<file path="src/rtl/craft_job_arbiter.sv">
// ---------------------------------------------------------------------------
// craft_job_arbiter
//
// Purpose:
//   Shares one craft_encrypt core between two requesters using round-robin
//   arbitration. The core has no start input, so each job restarts it by
//   holding core_rst_n low for RST_CYCLES cycles while the granted operands
//   are already stable on core_*. When core_done rises, the ciphertext is
//   captured and returned with the requester ID on a valid/ready response
//   channel. Only one job is in flight at a time.
//
// Handshake semantics (both channels):
//   A transfer happens on a rising clk edge where valid && ready are both 1.
//   The producer holds valid and its payload stable until that edge. Ready
//   may depend combinationally on valid; valid never depends on ready.
//
// Optional feature:
//   Define CRAFT_ARB_TIMEOUT_EN to enable the RUN watchdog. The job is
//   aborted with rsp_err=1 and rsp_data=0 if core_done has not been seen by
//   the MAX_CYCLES-th RUN cycle. Without the macro, RUN waits indefinitely
//   and rsp_err is tied to 0.
//
// Parameters:
//   RST_CYCLES  cycles core_rst_n is held low per job (>=1)
//   MAX_CYCLES  watchdog limit in RUN cycles (used with CRAFT_ARB_TIMEOUT_EN)
//
// Ports:
//   clk, rst_n          clock, asynchronous active-low reset
//   req_valid/ready     per-requester job handshake (bit i = requester i)
//   req_plaintext       requester i at [i*64 +: 64]
//   req_tweak           requester i at [i*64 +: 64]
//   req_key             requester i at [i*128 +: 128]
//   rsp_valid/ready     result handshake
//   rsp_id/data/err     requester index, ciphertext, watchdog abort flag
//   busy                1 whenever a job is in flight (state != IDLE)
//   core_*              connection to the craft_encrypt instance
//   dbg_state           current FSM state (IDLE=0, LOAD=1, RUN=2, RESP=3)
// ---------------------------------------------------------------------------
module craft_job_arbiter #(
  parameter int RST_CYCLES = 2,
  parameter int MAX_CYCLES = 64
) (
  input  logic         clk,
  input  logic         rst_n,
  input  logic [1:0]   req_valid,
  output logic [1:0]   req_ready,
  input  logic [127:0] req_plaintext,
  input  logic [127:0] req_tweak,
  input  logic [255:0] req_key,
  output logic         rsp_valid,
  input  logic         rsp_ready,
  output logic         rsp_id,
  output logic [63:0]  rsp_data,
  output logic         rsp_err,
  output logic         busy,
  output logic         core_rst_n,
  output logic [63:0]  core_plaintext,
  output logic [63:0]  core_tweak,
  output logic [127:0] core_key,
  input  logic         core_done,
  input  logic [63:0]  core_ciphertext,
  output logic [1:0]   dbg_state
);

  typedef enum logic [1:0] {
    S_IDLE = 2'd0,
    S_LOAD = 2'd1,
    S_RUN  = 2'd2,
    S_RESP = 2'd3
  } state_t;

  // Width of the LOAD down-counter; it runs from RST_CYCLES-1 to 0.
  localparam int LCW = (RST_CYCLES > 1) ? $clog2(RST_CYCLES) : 1;

  if (RST_CYCLES < 1 || MAX_CYCLES < 1) begin : g_param_check
    $error("craft_job_arbiter: RST_CYCLES and MAX_CYCLES must be >= 1");
  end

  state_t           r_state;
  state_t           w_next;
  logic             r_ptr;
  logic [LCW-1:0]   r_load_cnt;
  logic             r_core_rst_n;
  logic [63:0]      r_core_pt;
  logic [63:0]      r_core_tw;
  logic [127:0]     r_core_key;
  logic             r_rsp_valid;
  logic             r_rsp_id;
  logic [63:0]      r_rsp_data;

  logic             w_winner;
  logic [1:0]       w_req_ready;
  logic [63:0]      w_win_pt;
  logic [63:0]      w_win_tw;
  logic [127:0]     w_win_key;

`ifdef CRAFT_ARB_TIMEOUT_EN
  localparam int TCW = ($clog2(MAX_CYCLES + 1) > 8) ? $clog2(MAX_CYCLES + 1) : 8;
  logic [TCW-1:0]   r_run_cnt;
  logic             r_rsp_err;
  logic             w_timeout;

  // r_run_cnt is 0 on the first RUN cycle, so this fires on RUN cycle MAX_CYCLES.
  assign w_timeout = (r_run_cnt == TCW'(MAX_CYCLES - 1));
`endif

  // Round-robin: a lone requester always wins; on contention the pointer decides.
  assign w_winner  = (req_valid == 2'b11) ? r_ptr : req_valid[1];
  assign w_win_pt  = w_winner ? req_plaintext[127:64] : req_plaintext[63:0];
  assign w_win_tw  = w_winner ? req_tweak[127:64]     : req_tweak[63:0];
  assign w_win_key = w_winner ? req_key[255:128]      : req_key[127:0];

  // Next-state and request acceptance
  always_comb begin
    w_next      = r_state;
    w_req_ready = 2'b00;
    case (r_state)
      S_IDLE: begin
        if (req_valid != 2'b00) begin
          w_req_ready[w_winner] = 1'b1;
          w_next                = S_LOAD;
        end
      end
      S_LOAD: begin
        if (r_load_cnt == '0) w_next = S_RUN;
      end
      S_RUN: begin
        if (core_done) w_next = S_RESP;
`ifdef CRAFT_ARB_TIMEOUT_EN
        else if (w_timeout) w_next = S_RESP;
`endif
      end
      S_RESP: begin
        if (rsp_ready) w_next = S_IDLE;
      end
      default: w_next = S_IDLE;
    endcase
  end

  // State register
  always_ff @(posedge clk or negedge rst_n) begin
    if (!rst_n) r_state <= S_IDLE;
    else        r_state <= w_next;
  end

  // Datapath
  always_ff @(posedge clk or negedge rst_n) begin
    if (!rst_n) begin
      r_ptr        <= 1'b0;
      r_load_cnt   <= '0;
      r_core_rst_n <= 1'b0;
      r_core_pt    <= '0;
      r_core_tw    <= '0;
      r_core_key   <= '0;
      r_rsp_valid  <= 1'b0;
      r_rsp_id     <= 1'b0;
      r_rsp_data   <= '0;
`ifdef CRAFT_ARB_TIMEOUT_EN
      r_run_cnt    <= '0;
      r_rsp_err    <= 1'b0;
`endif
    end else begin
      // Registered so the core sees a clean reset edge; high exactly while in RUN.
      r_core_rst_n <= (w_next == S_RUN);
      case (r_state)
        S_IDLE: begin
          if (req_valid != 2'b00) begin
            r_core_pt  <= w_win_pt;
            r_core_tw  <= w_win_tw;
            r_core_key <= w_win_key;
            r_rsp_id   <= w_winner;
            r_ptr      <= ~w_winner;
            r_load_cnt <= LCW'(RST_CYCLES - 1);
          end
        end
        S_LOAD: begin
          if (r_load_cnt != '0) r_load_cnt <= r_load_cnt - LCW'(1);
`ifdef CRAFT_ARB_TIMEOUT_EN
          r_run_cnt <= '0;
`endif
        end
        S_RUN: begin
          if (core_done) begin
            r_rsp_data  <= core_ciphertext;
            r_rsp_valid <= 1'b1;
`ifdef CRAFT_ARB_TIMEOUT_EN
            r_rsp_err   <= 1'b0;
          end else if (w_timeout) begin
            r_rsp_data  <= '0;
            r_rsp_err   <= 1'b1;
            r_rsp_valid <= 1'b1;
          end else begin
            r_run_cnt   <= r_run_cnt + TCW'(1);
`endif
          end
        end
        S_RESP: begin
          if (rsp_ready) r_rsp_valid <= 1'b0;
        end
        default: ;
      endcase
    end
  end

  assign req_ready      = w_req_ready;
  assign rsp_valid      = r_rsp_valid;
  assign rsp_id         = r_rsp_id;
  assign rsp_data       = r_rsp_data;
`ifdef CRAFT_ARB_TIMEOUT_EN
  assign rsp_err        = r_rsp_err;
`else
  assign rsp_err        = 1'b0;
`endif
  assign busy           = (r_state != S_IDLE);
  assign core_rst_n     = r_core_rst_n;
  assign core_plaintext = r_core_pt;
  assign core_tweak     = r_core_tw;
  assign core_key       = r_core_key;
  assign dbg_state      = r_state;

endmodule

</file>
<file path="config.mk">
export PLATFORM = sky130hd
export DESIGN_NAME = craft_job_arbiter
export DESIGN_NICKNAME = d
export VERILOG_FILES = /design/src/rtl/craft_job_arbiter.sv
export SDC_FILE = /design/constraint.sdc
export NUM_CORES = 1
export LEC_CHECK = 0
export ABC_AREA = 1
export CAP_MARGIN = 25
export CORE_AREA = 2 2 351 353
export CTS_CLUSTER_DIAMETER = 200
export DETAILED_ROUTE_END_ITERATION = 16
export DIE_AREA = 0 0 353 355
export PLACE_DENSITY = 0.46
export REMOVE_ABC_BUFFERS = 1
export SYNTH_ARGS = -nofsm -noshare
export SYNTH_HDL_FRONTEND = slang
export SYNTH_SLANG_ARGS = --single-unit
export TNS_END_PERCENT = 50
</file>
<file path="constraint.sdc">
create_clock -name clk -period 1.54 [get_ports clk]
set_clock_uncertainty 0.2 [all_clocks]
set_input_delay 0.308 -clock clk [delete_from_list [all_inputs] [get_ports clk]]
set_output_delay 0.308 -clock clk [all_outputs]
set_load 0.02 [all_outputs]
</file>
# After elaboration in Yosys (flattened, before gate mapping)
# Cells that the tools add are included.
[word_totals]
mem_count = 0
ff_bits = 327
latchBits = 0
in_bits = 582
romBits = 0
ramBits = 0
out_inout_bits = 329
wordCells = 51
[op_classes]
n_bitwise = 1
shifts = 0
add_sub_neg = 1
n_mul = 0
mux = 19
n_eq_ne = 8
n_reduce_logical = 10
div = 0
magnitude_cmp = 2
[op_table]
columns = ["operator", "count"]
rows = [
  ["$mux 128", 1],
  ["$mux 64", 2],
  ["$mux 2", 6],
  ["$eq 2x2->1 const B", 4],
  ["$pmux 2 s4", 1],
  ["$reduce_bool 2->1", 4],
  ["$mux 1", 6],
  ["$ne 2x2->1 const B", 3],
  ["$reduce_and 2->1", 3],
  ["$pmux 1 s2", 2],
  ["$reduce_and 3->1", 1],
  ["$eq 2x1->1 const B", 1],
  ["$logic_not 2->1", 1],
  ["$lt 1x2->1 const B", 1],
  ["$demux 1 s1", 1],
  ["$ge 1x1->1 const B", 1],
  ["$logic_and 1x1->1", 1],
  ["$not 1->1", 1],
  ["$sub 1x1->1 const B", 1],
]

# Depth between registers and ports, before layout
[logic_depth]
word_depth = 8
depth_mapped = 8
mapped_depth_nobuf = 6

# Worst setup path before layout
# No wires, ideal clock.
[synth_timing]
path_type = "register to output"
start = "reg r_state[0], in the netlist dbg_state[0]"
end = "out req_ready[1]"
required_ps = 1032
n_path_buf = 2
t_arrival_ps = 1317
stages_incl_launch_ff = 6
setup_slack_ps = -285
path_cell_list = "dfrtp_1 -> nor2_4 -> buf_2 -> buf_2 -> nand2_1 -> inv_1"
[synth_via]
elab_chain_len = 2
[synth_lines]
columns = ["item", "line", "text"]
rows = [
  ["start: declaration", "79", "state_t r_state;"],
  ["start signal: assignment", "143", "else r_state <= w_next;"],
  ["$logic_not 2->1", "117", "case (r_state)"],
  ["$mux 2", "117", ""],
  ["end: declaration", "46", "output logic [1:0] req_ready,"],
]
# Every way passes these cells.

# Worst setup path after layout
[layout_timing]
start = "reg r_state[1], in the netlist dbg_state[1]"
end = "out req_ready[0]"
# The elaborated chain is that of the path after synthesis.

==> flow_summary.ini <==
[setup_path]
slowest_stage = dfrtp_1
cp.depth = 7
r2r_cells = 13
cp.required_ps = 1030
cpLargestDelayFamily = flip-flops
rr_endpoint = core_tweak[17]
crit_chain = buf_4, inv_2, nand2_4, nor2_8, nand2_4, inv_2, buf_6
rrSetupSlack_ps = -540
path_max_fanout = 3
setup.worst_path.class = reg2out
worst_ep_arrival_time_ps = 1620
critPathLaunchType = register
end_kind = output pin
worst_path_largest_cell_delay_ps = 390
setup.worst_path.end = req_ready[0]
path_buf_inv = 4
crit_start = dbg_state[1]
timing.rr.start = r_ptr

[clock_network]
cts_tree = done
clockBufferDepth = 3
h-tree-depth = 2
clk_pin_slew_ps = 60
cts_buffers = 45
clk_latency_ps = 580
cts.root.buffer_cell = clkbuf_16
cts_sinks = 327

[sta]
min_period_ps = 2130
finalHoldViolCount = 0
setup_viol = 648
slew_violations = 0
period_share = 1.38
setup_tns_ps = -148460
max_clock_freq_mhz = 470
grt_setup_unrepaired = yes
setup_ws_ps = -586

[pwr]
swShare = 0.420
ir_worst_vdd_uv = 1500
p_seq_frac = 0.244
total_power_mw = 68.7
pwr_density_cell_mw_per_mm2 = 1970
p_switching_mw = 28.8
p_leak_nw = 15.5
p_comb_frac = 0.591
power_frac_clock = 0.165
p_int_mw = 39.8

[floorplanning]
initial_core_util = 0.124
die_h_um = 355
io_pins = 911
die_area_mm2 = 0.125
rows = 128
coreArea_mm2 = 0.121
die_x_um = 353

[placed_design]
dpl.hpwl_mm = 73.7
gp_congestion = 0.847
io_buffers = 909

[hold_path]
hold_path_depth = 3
hp-class = in2reg
holdCritStartpoint = core_ciphertext[21]

[global_route]
antenna_found_initial = 10
grt_pass1_vias = 18300
grt_max_degree = 48
track_usage = 0.145
grt_pass1_wl_mm = 133
grt_overflow = 0

[synthesis]
synth_seq_cells = 327
ys_warn_count = 0
postSynthAreaPerCell_um2 = 8.42
ys_seq_area_frac = 0.545
synth_cells = 1785
synth.distinct_cells = 20
netlist_area_mm2 = 0.0150

[drt]
via_per_inst = 3.96
finalWirelength_mm = 102
first_pass_iters = 5
num_vias = 18000
routedWlPerCell_um = 22.3
antenna_left = 0
drc = 0
drt-initial-drc-count = 978

[outcome]
status = finished, violations left
violations = negative setup slack

[cells_and_area]
areaGrowthSynthToFinish_pct = 132
final_util = 0.288
final_layout_size_suffix_gt1_frac = 0.404
final_cell_mix = 580 x clkdlybuf4s50_1, 376 x nand2_1, 343 x nand3_2
layout_commonest_cell = clkdlybuf4s50_1
nNetsFinal = 3468

[run]
cap_violations = 0
==> what timing repair did <==
action / 4_1_cts / 5_1_grt
endpoints found under the hold margin: 327 / 0
gates cloned: 11 / 27
setup buffers: 70 / 38
pin swaps: 3 / 49
endpoints found under the setup margin: 597 / 653
hold buffers: 2 / 0
resized for setup: 1484 / 579
==> area by class of cell <==
class,instances,area [µm²]
Tap cell,1625,2030
Fill cell,12800,86500
Sequential cell,327,8220
Timing Repair Buffer,1207,14100
Clock buffer,64,1320
Inverter,100,394
Clock inverter,17,246
Antenna cell,4,10.0
Multi-Input combinational cell,1205,8640
==> worst min path at each step <==
| stage | to | slack (ps) |
|---|---|---|
| floorplan | core_key[0] | -190 |
| global placement | rsp_data[42] | -80 |
| detailed placement | rsp_data[42] | -80 |
| CTS | core_plaintext[19] | 6 |
| global route | rsp_data[62] | 30 |
| finish | rsp_data[21] | 60 |
==> worst min-delay path: stages <==
cell and delay (ps):
clkdlybuf4s50_1 390, inv_1 50, o21ai_1 60
==> metal layers <==
layer,up-vias,part of all wire,GRT usage
met4,8,0.022,0.0336
met3,122,0.079,0.0518
met5,-,0.00056,0
met1,8979,0.38,0.159
met2,637,0.52,0.267
li1,8258,-,-
==> Yosys cell counts (all sizes together) <==
master,number,area share
nand3,720,0.24
nand2,385,0.097
dfrtp,327,0.54
buf,125,0.048
inv,100,0.025
o21ai,67,0.022
clkbuf,29,0.0072
nand3b,26,0.013
nor2,4,0.0027
conb,1,0.00025
nand4,1,0.00042
==> metrics by stage <==
| stage | area, µm² | hold slack (ps) | worst slack, ps | instances |
|---|---|---|---|---|
| 6_report | 34900 | 62.6 | -586 | 4549 |
| 3_5_place_dp | 27800 | -81.6 | -774 | 4321 |
| 3_3_place_gp | 27800 | -82.4 | -785 | 4321 |
| 2_1_floorplan | 14200 | -188 | -5380 | 1631 |
| 4_1_cts | 31100 | 5.95 | -660 | 4484 |
| 5_1_grt | 34900 | 25.7 | -678 | 4549 |
==> power groups by stage <==
| stage | clock network [mW] | logic (mW) | registers, mW |
|---|---|---|---|
| 5_1_grt | 12.0 | 43.1 | 17.2 |
| 3_5_place_dp | 0 | 32.5 | 16.1 |
| 3_3_place_gp | 0 | 32.5 | 16.2 |
| 6_report | 11.4 | 40.6 | 16.7 |
| 4_1_cts | 11.7 | 35.7 | 16.7 |
| 2_1_floorplan | 0 | 7.54 | 20.2 |
==> cell families after synthesis <==
kind of cell           count (synthesis)  share of synthesized area
other                                  1                   0.000250
buffers and inverters                254                     0.0798
AO/OA/AOI/OAI                         67                     0.0223
flip-flops                           327                      0.545
AND/OR/NAND/NOR                     1136                      0.353
==> state kept, by name, indices dropped and copies added, names as in the netlist <==
name	flops
core_rst_n	1
dbg_state	2
r_load_cnt	1
core_key	128
rsp_data	64
r_ptr	1
core_plaintext	64
core_tweak	64
rsp_id	1
rsp_valid	1
Note: power is estimated with default switching activity, not from simulation.
